[src/rtl/vga_ctrl_if.sv]
// Pixel-side bundle between the VGA timing controller and the picture stage / DAC.
// The controller is the master: it issues pixel requests and drives sync and colour.
interface vga_ctrl_if;
    logic [15:0] pix_data;
    logic [9:0]  pix_x;
    logic [9:0]  pix_y;
    logic        hsync;
    logic        vsync;
    logic        rgb_valid;
    logic [15:0] rgb;
    logic        frame_start;

    modport master (
        input  pix_data,
        output pix_x, pix_y, hsync, vsync, rgb_valid, rgb, frame_start
    );

    modport slave (
        output pix_data,
        input  pix_x, pix_y, hsync, vsync, rgb_valid, rgb, frame_start
    );
endinterface

[src/rtl/vga_ctrl.sv]
// VGA timing generator: horizontal/vertical beam counters, sync decode, pixel
// requests issued one clock ahead of the active area, and a frame-start pulse.
module vga_ctrl #(
    parameter int H_SYNC   = 96,
    parameter int H_BACK   = 40,
    parameter int H_LEFT   = 8,
    parameter int H_VALID  = 640,
    parameter int H_RIGHT  = 8,
    parameter int H_FRONT  = 8,
    parameter int H_TOTAL  = 800,
    parameter int V_SYNC   = 2,
    parameter int V_BACK   = 25,
    parameter int V_TOP    = 8,
    parameter int V_VALID  = 480,
    parameter int V_BOTTOM = 8,
    parameter int V_FRONT  = 2,
    parameter int V_TOTAL  = 525
) (
    input  logic       vga_clk,
    input  logic       sys_rst_n,
    vga_ctrl_if.master vga
);

    localparam logic [9:0] H_LAST    = 10'(H_TOTAL - 1);
    localparam logic [9:0] V_LAST    = 10'(V_TOTAL - 1);
    localparam logic [9:0] H_SYNC_W  = 10'(H_SYNC);
    localparam logic [9:0] V_SYNC_W  = 10'(V_SYNC);
    localparam logic [9:0] HA_START  = 10'(H_SYNC + H_BACK + H_LEFT);
    localparam logic [9:0] HA_END    = 10'(H_SYNC + H_BACK + H_LEFT + H_VALID);
    localparam logic [9:0] VA_START  = 10'(V_SYNC + V_BACK + V_TOP);
    localparam logic [9:0] VA_END    = 10'(V_SYNC + V_BACK + V_TOP + V_VALID);
    // The picture stage has one clock of latency, so requests lead the active area by one.
    localparam logic [9:0] REQ_START = 10'(H_SYNC + H_BACK + H_LEFT - 1);
    localparam logic [9:0] REQ_END   = 10'(H_SYNC + H_BACK + H_LEFT + H_VALID - 1);

    logic [9:0] cnt_h;
    logic [9:0] cnt_v;
    logic       frame_start_q;
    logic       line_end;
    logic       h_active;
    logic       v_active;
    logic       pix_data_req;

    assign line_end = (cnt_h == H_LAST);

    // NOTE: sequential state uses non-blocking assignments so every register samples pre-edge values.
    always_ff @(posedge vga_clk or negedge sys_rst_n) begin
        if (!sys_rst_n) begin
            cnt_h         <= '0;
            cnt_v         <= '0;
            frame_start_q <= 1'b0;
        end else begin
            frame_start_q <= (cnt_h == '0) && (cnt_v == '0);
            if (line_end) begin
                cnt_h <= '0;
                cnt_v <= (cnt_v == V_LAST) ? '0 : cnt_v + 10'd1;
            end else begin
                cnt_h <= cnt_h + 10'd1;
            end
        end
    end

    assign h_active     = (cnt_h >= HA_START) && (cnt_h < HA_END);
    assign v_active     = (cnt_v >= VA_START) && (cnt_v < VA_END);
    assign pix_data_req = (cnt_h >= REQ_START) && (cnt_h < REQ_END) && v_active;

    assign vga.hsync       = (cnt_h < H_SYNC_W);
    assign vga.vsync       = (cnt_v < V_SYNC_W);
    assign vga.rgb_valid   = h_active && v_active;
    assign vga.pix_x       = pix_data_req ? (cnt_h - REQ_START) : 10'h3FF;
    assign vga.pix_y       = pix_data_req ? (cnt_v - VA_START) : 10'h3FF;
    assign vga.rgb         = vga.rgb_valid ? vga.pix_data : 16'h0000;
    assign vga.frame_start = frame_start_q;

endmodule

[src/flat_wrapper.sv]
// flat-port wrapper written by rule: the top's interface ports become plain ports
module vga_ctrl_flat 
#(
    parameter int H_SYNC   = 96,
    parameter int H_BACK   = 40,
    parameter int H_LEFT   = 8,
    parameter int H_VALID  = 640,
    parameter int H_RIGHT  = 8,
    parameter int H_FRONT  = 8,
    parameter int H_TOTAL  = 800,
    parameter int V_SYNC   = 2,
    parameter int V_BACK   = 25,
    parameter int V_TOP    = 8,
    parameter int V_VALID  = 480,
    parameter int V_BOTTOM = 8,
    parameter int V_FRONT  = 2,
    parameter int V_TOTAL  = 525
)
  (vga_clk, sys_rst_n, vga_pix_data, vga_pix_x, vga_pix_y, vga_hsync, vga_vsync, vga_rgb_valid, vga_rgb, vga_frame_start);
  vga_ctrl_if vga_i ();
  input  logic vga_clk;
  input  logic sys_rst_n;
  input wire logic [$bits(vga_i.pix_data)-1:0] vga_pix_data;
  output wire logic [$bits(vga_i.pix_x)-1:0] vga_pix_x;
  output wire logic [$bits(vga_i.pix_y)-1:0] vga_pix_y;
  output wire logic [$bits(vga_i.hsync)-1:0] vga_hsync;
  output wire logic [$bits(vga_i.vsync)-1:0] vga_vsync;
  output wire logic [$bits(vga_i.rgb_valid)-1:0] vga_rgb_valid;
  output wire logic [$bits(vga_i.rgb)-1:0] vga_rgb;
  output wire logic [$bits(vga_i.frame_start)-1:0] vga_frame_start;
  assign vga_i.pix_data = vga_pix_data;
  assign vga_pix_x = vga_i.pix_x;
  assign vga_pix_y = vga_i.pix_y;
  assign vga_hsync = vga_i.hsync;
  assign vga_vsync = vga_i.vsync;
  assign vga_rgb_valid = vga_i.rgb_valid;
  assign vga_rgb = vga_i.rgb;
  assign vga_frame_start = vga_i.frame_start;
  vga_ctrl #(.H_SYNC(H_SYNC), .H_BACK(H_BACK), .H_LEFT(H_LEFT), .H_VALID(H_VALID), .H_RIGHT(H_RIGHT), .H_FRONT(H_FRONT), .H_TOTAL(H_TOTAL), .V_SYNC(V_SYNC), .V_BACK(V_BACK), .V_TOP(V_TOP), .V_VALID(V_VALID), .V_BOTTOM(V_BOTTOM), .V_FRONT(V_FRONT), .V_TOTAL(V_TOTAL)) u_core (.vga_clk(vga_clk), .sys_rst_n(sys_rst_n), .vga(vga_i));
endmodule
[config.mk]
export PLATFORM = sky130hd
export DESIGN_NAME = vga_ctrl_flat
export DESIGN_NICKNAME = d
export VERILOG_FILES = /design/src/rtl/vga_ctrl_if.sv /design/src/rtl/vga_ctrl.sv /design/src/flat_wrapper.sv
export SDC_FILE = /design/constraint.sdc
export NUM_CORES = 1
export LEC_CHECK = 0
export CAP_MARGIN = 25
export CORE_MARGIN = 3
export CORE_UTILIZATION = 38
export DETAILED_ROUTE_END_ITERATION = 6
export PLACE_DENSITY = 0.71
export SLEW_MARGIN = 10
export SYNTH_ARGS = -nofsm -noshare
export SYNTH_HDL_FRONTEND = slang
export SYNTH_SLANG_ARGS = --single-unit
[constraint.sdc]
create_clock -name vga_clk -period 2.5 [get_ports vga_clk]
set_clock_uncertainty 0.05 [all_clocks]
set_input_delay 0.625 -clock vga_clk [delete_from_list [all_inputs] [get_ports vga_clk]]
set_output_delay 0.625 -clock vga_clk [all_outputs]
set_load 0.005 [all_outputs]
==> key figures, run 1 <==
Power and ir drop
  • Leak: 1.33 nW
  • Peak VDD IR: 0.175 mV
  • Net Sw Power: 0.127 mW
  • PD cells: 206 nW/um^2
  • Combinational share of power: 5.8%
  • Internal power: 0.477 mW
  • Clock power share: 38.0%
  • Sequential power share: 56.1%
  • Switching Fraction: 21.0%

Synthesis
  • Yosys reg bits: 21
  • Top-count cell post-synth: nand3_1
  • Post-synth EDFFs: 0
  • Area share of the largest cell type after synthesis: 30.6%
  • Sequential element share of the synthesized area: 30.6%
  • Area leader, netlist: dfrtp_1
  • Ys Warns: 0
  • Synth Cell Area: 1720 sq um
  • Ys async rst share: 100%
  • Syn_nets: 234
  • Post-synthesis cell count: 212
  • Synth top cells by count: nand3_1, dfrtp_1, and2_1, nand2_1, o21ai_0
  • Most area-consuming cells after synthesis: dfrtp_1, nand3_1, and2_1
  • Syn Area/Cell: 8.10 sq um
  • Count of cell types in the netlist: 52
  • Synth Flop Type: dfrtp_1

Final layout
  • # fillers: 294
  • P&R area growth vs syn: 70.9%
  • Layout cells sized above 1: 44.0%
  • Final Instance Area: 2930 sq um
  • FF+latch area: 527 sq um
  • Area occupied by multi-input gates: 1190 sq um
  • Ant diodes: 0
  • Nets: 339
  • Fin util: 70.3%

Drt
  • Initial DRC count: 128
  • Wirelength per Cell: 16.7 um
  • Final ANT Viol Nets: 0
  • Via Count: 2021
  • Drt total wl: 6110 um
  • Vias per cell: 5.52
  • Initial DRT Pass Iterations: 4
  • Residual DRC: 0

Die
  • Height of the chip: 73.2 um
  • Initial core utilization: 41.1%
  • Rows: 23
  • Boundary Pins: 58
  • Core area: 4170 sq um
  • Die area: 5360 sq um
  • Die W: 73.2 um

Worst setup path
  • Worst EP required: 1820 ps
  • Slowest CP cell: dfrtp_1
  • Worst R2R Path Depth: 8
  • CP arrival: 2130 ps
  • Register-to-register setup slack: 300 ps
  • RR Startpoint: u_core.cnt_h[0]
  • Critical Path Fanout Max: 5
  • Crit. End Element: output port
  • CP top delay family: buffers and inverters
  • Worst Setup Start Kind: register
  • Critical path class: register to output port
  • FF-to-FF End: u_core.cnt_v[8]
  • Most used cell, CP: buf_6
  • Biggest cell delay along the critical path: 390 ps
  • CP Cell Sequence: ha_2 > buf_6 > nor2b_1 > nand4b_1 > a21oi_2 > buf_6 > buf_12 > and2_4 > buf_6
  • Worst path bufs/invs: 4
  • Path length in cells of the critical path: 9

Clock network
  • Num CTS Buffers: 3
  • Hold_buf cts: 0
  • H-Tree Depth: 1
  • CTS Buffer Depth: 2
  • Clock sinks: 21
  • Clock Latency Late Sink: 260 ps
  • Clock-pin slew on the worst setup and hold paths: 70 ps
  • Clk root buf: clkbuf_8
  • CTS tree: done

Global routing
  • Total Routing Usage GR: 22.0%
  • Total congestion overflow: 0
  • Initial antenna violation count: 0
  • Pin count of the biggest net entering global routing: 22
  • Vias in the first global route: 1965
  • First-pass GRT wire length: 9230 um

Placed design
  • Gpl congestion: 0.882
  • Area after DPL: 2610 sq um
  • Place WS: -658 ps
  • Placed wire-length estimate: 3740 um
  • Port bufs: 57

Run status
  • Failing checks: negative setup slack
  • Outcome: complete, but fails checks

Worst hold path
  • Hold/Removal Path Class: register to register
  • Min-delay src: u_core.cnt_h[0]
  • Hold Path Cell Cnt: 2
  • Worst Hold End: u_core.cnt_h[0]

Timing
  • Max-slew violations: 0
  • Fin. Hold Viols: 0
  • Max Freq: 356 MHz
  • Setup WS post-layout: -306 ps
  • RSZ-0062 raised after global routing: yes
  • Crit path time final: 2810 ps
  • Slew @ Worst Pin: 533 ps
  • Final setup violation count: 37
  • Post-route clock period utilization: 112%
  • Max_slew headroom: 64.3%

Run
  • Max Cap Violations: 0
==> registers in the layout, indices dropped and copies added (netlist names) <==
| register | flops |
|---|---|
| u_core.vga.frame_start | 1 |
| u_core.cnt_v | 10 |
| u_core.cnt_h | 10 |
==> per-stage QoR <==
stage	hold WS (ps)	cells	total power, mW	TNS (ps)
global route	560	366	0.626	-11720
global placement	489	343	0.380	-13130
floorplan	279	212	0.346	0
detailed placement	506	343	0.380	-15310
CTS	520	361	0.610	-8300
finish	530	366	0.604	-8670
==> power by group through the flow <==
stage / registers (mW) / clock network [mW] / logic (mW)
CTS: 0.339 / 0.236 / 0.0348
global placement: 0.346 / 0 / 0.0336
detailed placement: 0.346 / 0 / 0.0341
finish: 0.339 / 0.230 / 0.0353
floorplan: 0.346 / 0 / 0.000186
global route: 0.339 / 0.249 / 0.0382
==> layout by cell type (no fill, tap or decap), types with 3 or more instances in the layout <==
| cell | n |
|---|---|
| buf_2 | 21 |
| buf_6 | 21 |
| nor2_1 | 10 |
| nand4_1 | 7 |
| or3_1 | 3 |
| xor2_1 | 6 |
| and3_1 | 3 |
| buf_4 | 51 |
| inv_1 | 9 |
| nand3_1 | 15 |
| clkdlybuf4s50_1 | 18 |
| o21ai_0 | 11 |
| nor3_1 | 4 |
| nor4_1 | 3 |
| xnor2_1 | 10 |
| nand3_2 | 7 |
| and2_4 | 15 |
| a21oi_1 | 7 |
| nand2_1 | 14 |
| clkbuf_8 | 3 |
| dfrtp_1 | 20 |
| clkbuf_16 | 3 |
==> per-layer routing <==
metal  vias up  part of all wire (%)  track usage [%]
met5         -                     0                0
met4         0                   1.4             6.76
met3         8                   8.9             4.13
met2        96                    49             38.0
met1       953                    40             27.5
li1        964                     -                -
==> cells by family after synthesis <==
group,after synthesis,share of synthesized area (%)
and+or+nand+nor,102,34.5
AOI/OAI and AO/OA,39,15.6
buffers and inverters,29,7.65
DFF,21,30.6
xor gates and xnor gates,16,8.16
adders and majority gates,4,2.92
muxes,1,0.583
==> worst max path at each step <==
stage | endpoint | start | slack [ps]
after floorplan | vga_pix_x[4] | u_core.cnt_h[0] | 40
after global placement | vga_pix_x[7] | u_core.cnt_h[0] | -580
after detailed placement | vga_pix_x[6] | u_core.cnt_h[0] | -660
after CTS | vga_pix_x[7] | u_core.cnt_h[1] | -270
after global routing | vga_rgb[12] | u_core.cnt_v[0] | -400
final | vga_rgb[12] | u_core.cnt_v[0] | -310
==> cell type report <==
type | count | share of cell area, %
clock buffers | 4 | 1.54
inverters | 9 | 1.15
multi-input cells | 162 | 40.4
flip-flops and latches | 21 | 18.0
well taps | 50 | 2.13
repair buffers | 120 | 36.8
==> worst reg2reg max path: cells and delay by family (launching register included) <==
family	cells	cell delay [ps]
AND/OR/NAND/NOR	4	1240
flip-flops	1	360
adder cells (fa/ha/maj)	1	190
buffers and inverters	3	300
==> repair_timing <==
item / CTS / global route
gates resized for setup: 193 / 19
gates cloned: 3 / 2
buffers inserted: 11 / 7
pin swaps: 25 / 13
endpoints found under the setup margin: 39 / 38
(Power assumes the default switching activity.)
==> inputs of run 2 (changes only) <==
--- a/config.mk
+++ b/config.mk
@@ -5,11 +5,12 @@
 export SDC_FILE = /design/constraint.sdc
 export NUM_CORES = 1
 export LEC_CHECK = 0
+export ABC_AREA = 1
 export CAP_MARGIN = 25
 export CORE_MARGIN = 3
 export CORE_UTILIZATION = 38
 export DETAILED_ROUTE_END_ITERATION = 6
-export PLACE_DENSITY = 0.71
+export PLACE_DENSITY = 0.7
 export SLEW_MARGIN = 10
 export SYNTH_ARGS = -nofsm -noshare
 export SYNTH_HDL_FRONTEND = slang
==> run 2 against run 1 <==
  * The run still ends with negative setup slack left
  * Fmax up 6.3%
  * Global-route usage fell by 0.74 points
  * Combinational power up 30%
  * Clock power increased by 5%
  * Register-to-register slack improved by 500 ps
  * Highest routed layer unchanged
  * Synthesized cell count increased by 39%
  * Final cell count is 25% higher
  * Wire length shrank 0.92%
  * Cell area grew 2.0%
  * Die area up 5.3%
  * Sequential share of layout area fell by 0.35 points
  * Via count up 10%
==> key figures, run 2 <==
Timing
  • RSZ-0062 raised after global routing: yes
  • Max Freq: 379 MHz (+6.3%)
  • Max-slew violations: 0 (unchanged)
  • Setup WS post-layout: -139 ps (+167 ps)
  • Max_slew headroom: 73.1% (+8.9 points)
  • Post-route clock period utilization: 106% (-6.7 points)
  • Crit path time final: 2640 ps (-167 ps)
  • Final setup violation count: 32 (-14%)
  • Worst hold slack: 548 ps (+18.0 ps)
  • Fin. Hold Viols: 0 (unchanged)
  • Slew @ Worst Pin: 400 ps (-133 ps)
  • Total negative slack: -2250 ps (+6430 ps)

Worst setup path
  • CP Launch Point: u_core.cnt_v[0]
  • Crit. End Element: output port
  • Worst EP required: 1820 ps (about the same)
  • RR Startpoint: u_core.cnt_h[0]
  • Register-to-register setup slack: 800 ps (+500 ps)
  • Critical path class: register to output port
  • Worst Setup Start Kind: register
  • FF-to-FF End: u_core.cnt_v[3]
  • Worst R2R Path Depth: 8 (unchanged)
  • CP endpoint: vga_pix_x[9]
  • Critical Path Fanout Max: 4 (-1)
  • CP arrival: 1960 ps (-170 ps)

Global routing
  • Vias in the first global route: 2099 (+6.8%)
  • Initial antenna violation count: 0 (unchanged)
  • Pin count of the biggest net entering global routing: 22 (unchanged)
  • Total congestion overflow: 0 (unchanged)
  • First-pass GRT wire length: 9230 um (about the same)
  • Total Routing Usage GR: 21.3% (-0.74 points)

Drt
  • Residual DRC: 0 (unchanged)
  • Vias per cell: 4.89 (-11%)
  • Final ANT Viol Nets: 0 (unchanged)
  • Wirelength per Cell: 13.3 um (-20%)
  • Via Count: 2232 (+10%)
  • Initial DRC count: 106 (-17%)
  • Drt total wl: 6060 um (-0.92%)
  • Initial DRT Pass Iterations: 5 (+1)

Die
  • Height of the chip: 75.1 um (+2.6%)
  • Die area: 5640 sq um (+5.3%)
  • Boundary Pins: 58 (unchanged)
  • Core area: 4470 sq um (+7.2%)
  • Initial core utilization: 40.6% (-0.56 points)
  • Die W: 75.1 um (+2.6%)
  • Rows: 24 (+4.3%)

Synthesis
  • Most area-consuming cells after synthesis: dfrtp_1, nand2_1, inv_1
  • Syn Area/Cell: 6.18 sq um (-24%)
  • Syn_nets: 316 (+35%)
  • Synth Cell Area: 1820 sq um (+5.8%)
  • Top-count cell post-synth: nand2_1
  • Area share of the largest cell type after synthesis: 28.9% (-1.7 points)
  • Ys Warns: 0 (unchanged)
  • Area leader, netlist: dfrtp_1
  • Post-synthesis cell count: 294 (+39%)
  • Synth top cells by count: nand2_1, inv_1, nor2_1, nand3_1, dfrtp_1
  • Ys async rst share: 100% (unchanged)
  • Synth Flop Type: dfrtp_1
  • Count of cell types in the netlist: 24 (-54%)
  • Sequential element share of the synthesized area: 28.9% (-1.7 points)
  • Yosys reg bits: 21 (unchanged)
  • Post-synth EDFFs: 0 (unchanged)

Worst hold path
  • Hold/Removal Path Class: register to register

Final layout
  • FF+latch area: 527 sq um (unchanged)
  • # fillers: 368 (+25%)
  • Commonest non-fill, non-tap cells in the layout: nand2_1, inv_1, buf_4
  • Nets: 427 (+26%)
  • Cell Count, Final, Fillers Out: 456 (+25%)
  • Fin util: 66.9% (-3.4 points)
  • Commonest non-fill, non-tap cell in the layout: nand2_1
  • Ant diodes: 0 (unchanged)
  • P&R area growth vs syn: 64.9%
  • Layout cells sized above 1: 37.1% (-6.9 points)
  • Final Instance Area: 2990 sq um (+2.0%)
  • Area occupied by multi-input gates: 1180 sq um (-0.42%)

Clock network
  • H-Tree Depth: 1 (unchanged)
  • Num CTS Buffers: 3 (unchanged)
  • CTS Buffer Depth: 2 (unchanged)
  • CTS tree: done
  • Clock-pin slew on the worst setup and hold paths: 90 ps (+20 ps)
  • Clk root buf: clkbuf_8
  • Clock Latency Late Sink: 270 ps (about the same)
  • Clock sinks: 21 (unchanged)

Placed design
  • Port bufs: 57 (unchanged)
  • Placed cell count: 428 (+25%)
  • Placed wire-length estimate: 3940 um (+5.2%)
  • Place WS: -90.1 ps (+568 ps)
  • Area after DPL: 2650 sq um (+1.6%)
  • Gpl congestion: 0.899 (+2.0%)

Run
  • Max Cap Violations: 0 (unchanged)

Power and ir drop
  • Total chip power: 0.626 mW (+3.6%)
  • Peak VDD IR: 0.240 mV (+38%)
  • PD cells: 209 nW/um^2 (+1.6%)
  • Leak: 1.67 nW (+26%)

Run status
  • Failing checks: negative setup slack
  • Outcome: complete, but fails checks
-- run 2: how the worst min path moves through the flow --
stage / start / endpoint / slack, ps / cells past startpoint
detailed placement: u_core.cnt_v[6] / u_core.cnt_v[6] / 540 / 2
CTS: u_core.cnt_v[6] / u_core.cnt_v[6] / 550 / 2
finish: u_core.cnt_v[6] / u_core.cnt_v[6] / 550 / 2
floorplan: sys_rst_n / u_core.cnt_h[0] / 280 / 0
global placement: u_core.cnt_v[6] / u_core.cnt_v[6] / 520 / 2
global route: u_core.cnt_v[6] / u_core.cnt_v[6] / 570 / 2
-- run 2: area by class of cell --
class / count / area share (%)
sequential: 21 / 17.6
timing repair buffer: 113 / 31.5
multi-input combinational: 205 / 39.5
tap: 52 / 2.17
inverter: 61 / 7.73
clock buffer: 4 / 1.51
-- run 2: worst max-delay path: stages (launching register included) --
cell and delay (ps):
dfrtp_1 360, ha_2 190, inv_2 50, buf_6 120, nand3_4 90, nand2_4 60, nand2_4 60, buf_6 90
nand2_4 40, nor2_4 180, buf_6 150, buf_6 120, nand2_2 60, buf_6 110
-- run 2: where the power goes --
part           internal, mW  leakage (nW)  total (mW)  switching (mW)
Clock                 0.114        0.0228       0.241           0.127
Sequential            0.339         0.277       0.339               0
Combinational        0.0262          1.37      0.0458          0.0196
Total                 0.480          1.67       0.626           0.147
-- run 2: routing by layer --
layer	vias to the layer above	GRT usage, %	wire (um)
li1	1106	-	-
met1	1017	24.1	2370
met2	96	38.8	3070
met3	13	3.34	492
met4	0	9.68	126
met5	-	0	0
-- run 2: cells by family (layout without fill, tap and decap cells) --
| group | after synthesis | count (layout) | share of synthesized area, % |
|---|---|---|---|
| DFF | 21 | 21 | 28.9 |
| adders and majority gates | 4 | 4 | 2.76 |
| AOI/OAI and AO/OA | 18 | 18 | 5.31 |
| buffers and inverters | 68 | 178 | 15.6 |
| xor gates and xnor gates | 10 | 10 | 4.82 |
| and+or+nand+nor | 173 | 173 | 42.5 |
-- run 2: repair_timing --
| item | 4_1_cts | 5_1_grt |
|---|---|---|
| setup buffers | 21 | 3 |
| hold endpoints to repair | 0 | 0 |
| setup endpoints to repair | 38 | 37 |
| cloned | 3 | 0 |
| gates resized for setup | 190 | 35 |
| pin swaps | 11 | 8 |
| hold buffers | 0 | 0 |
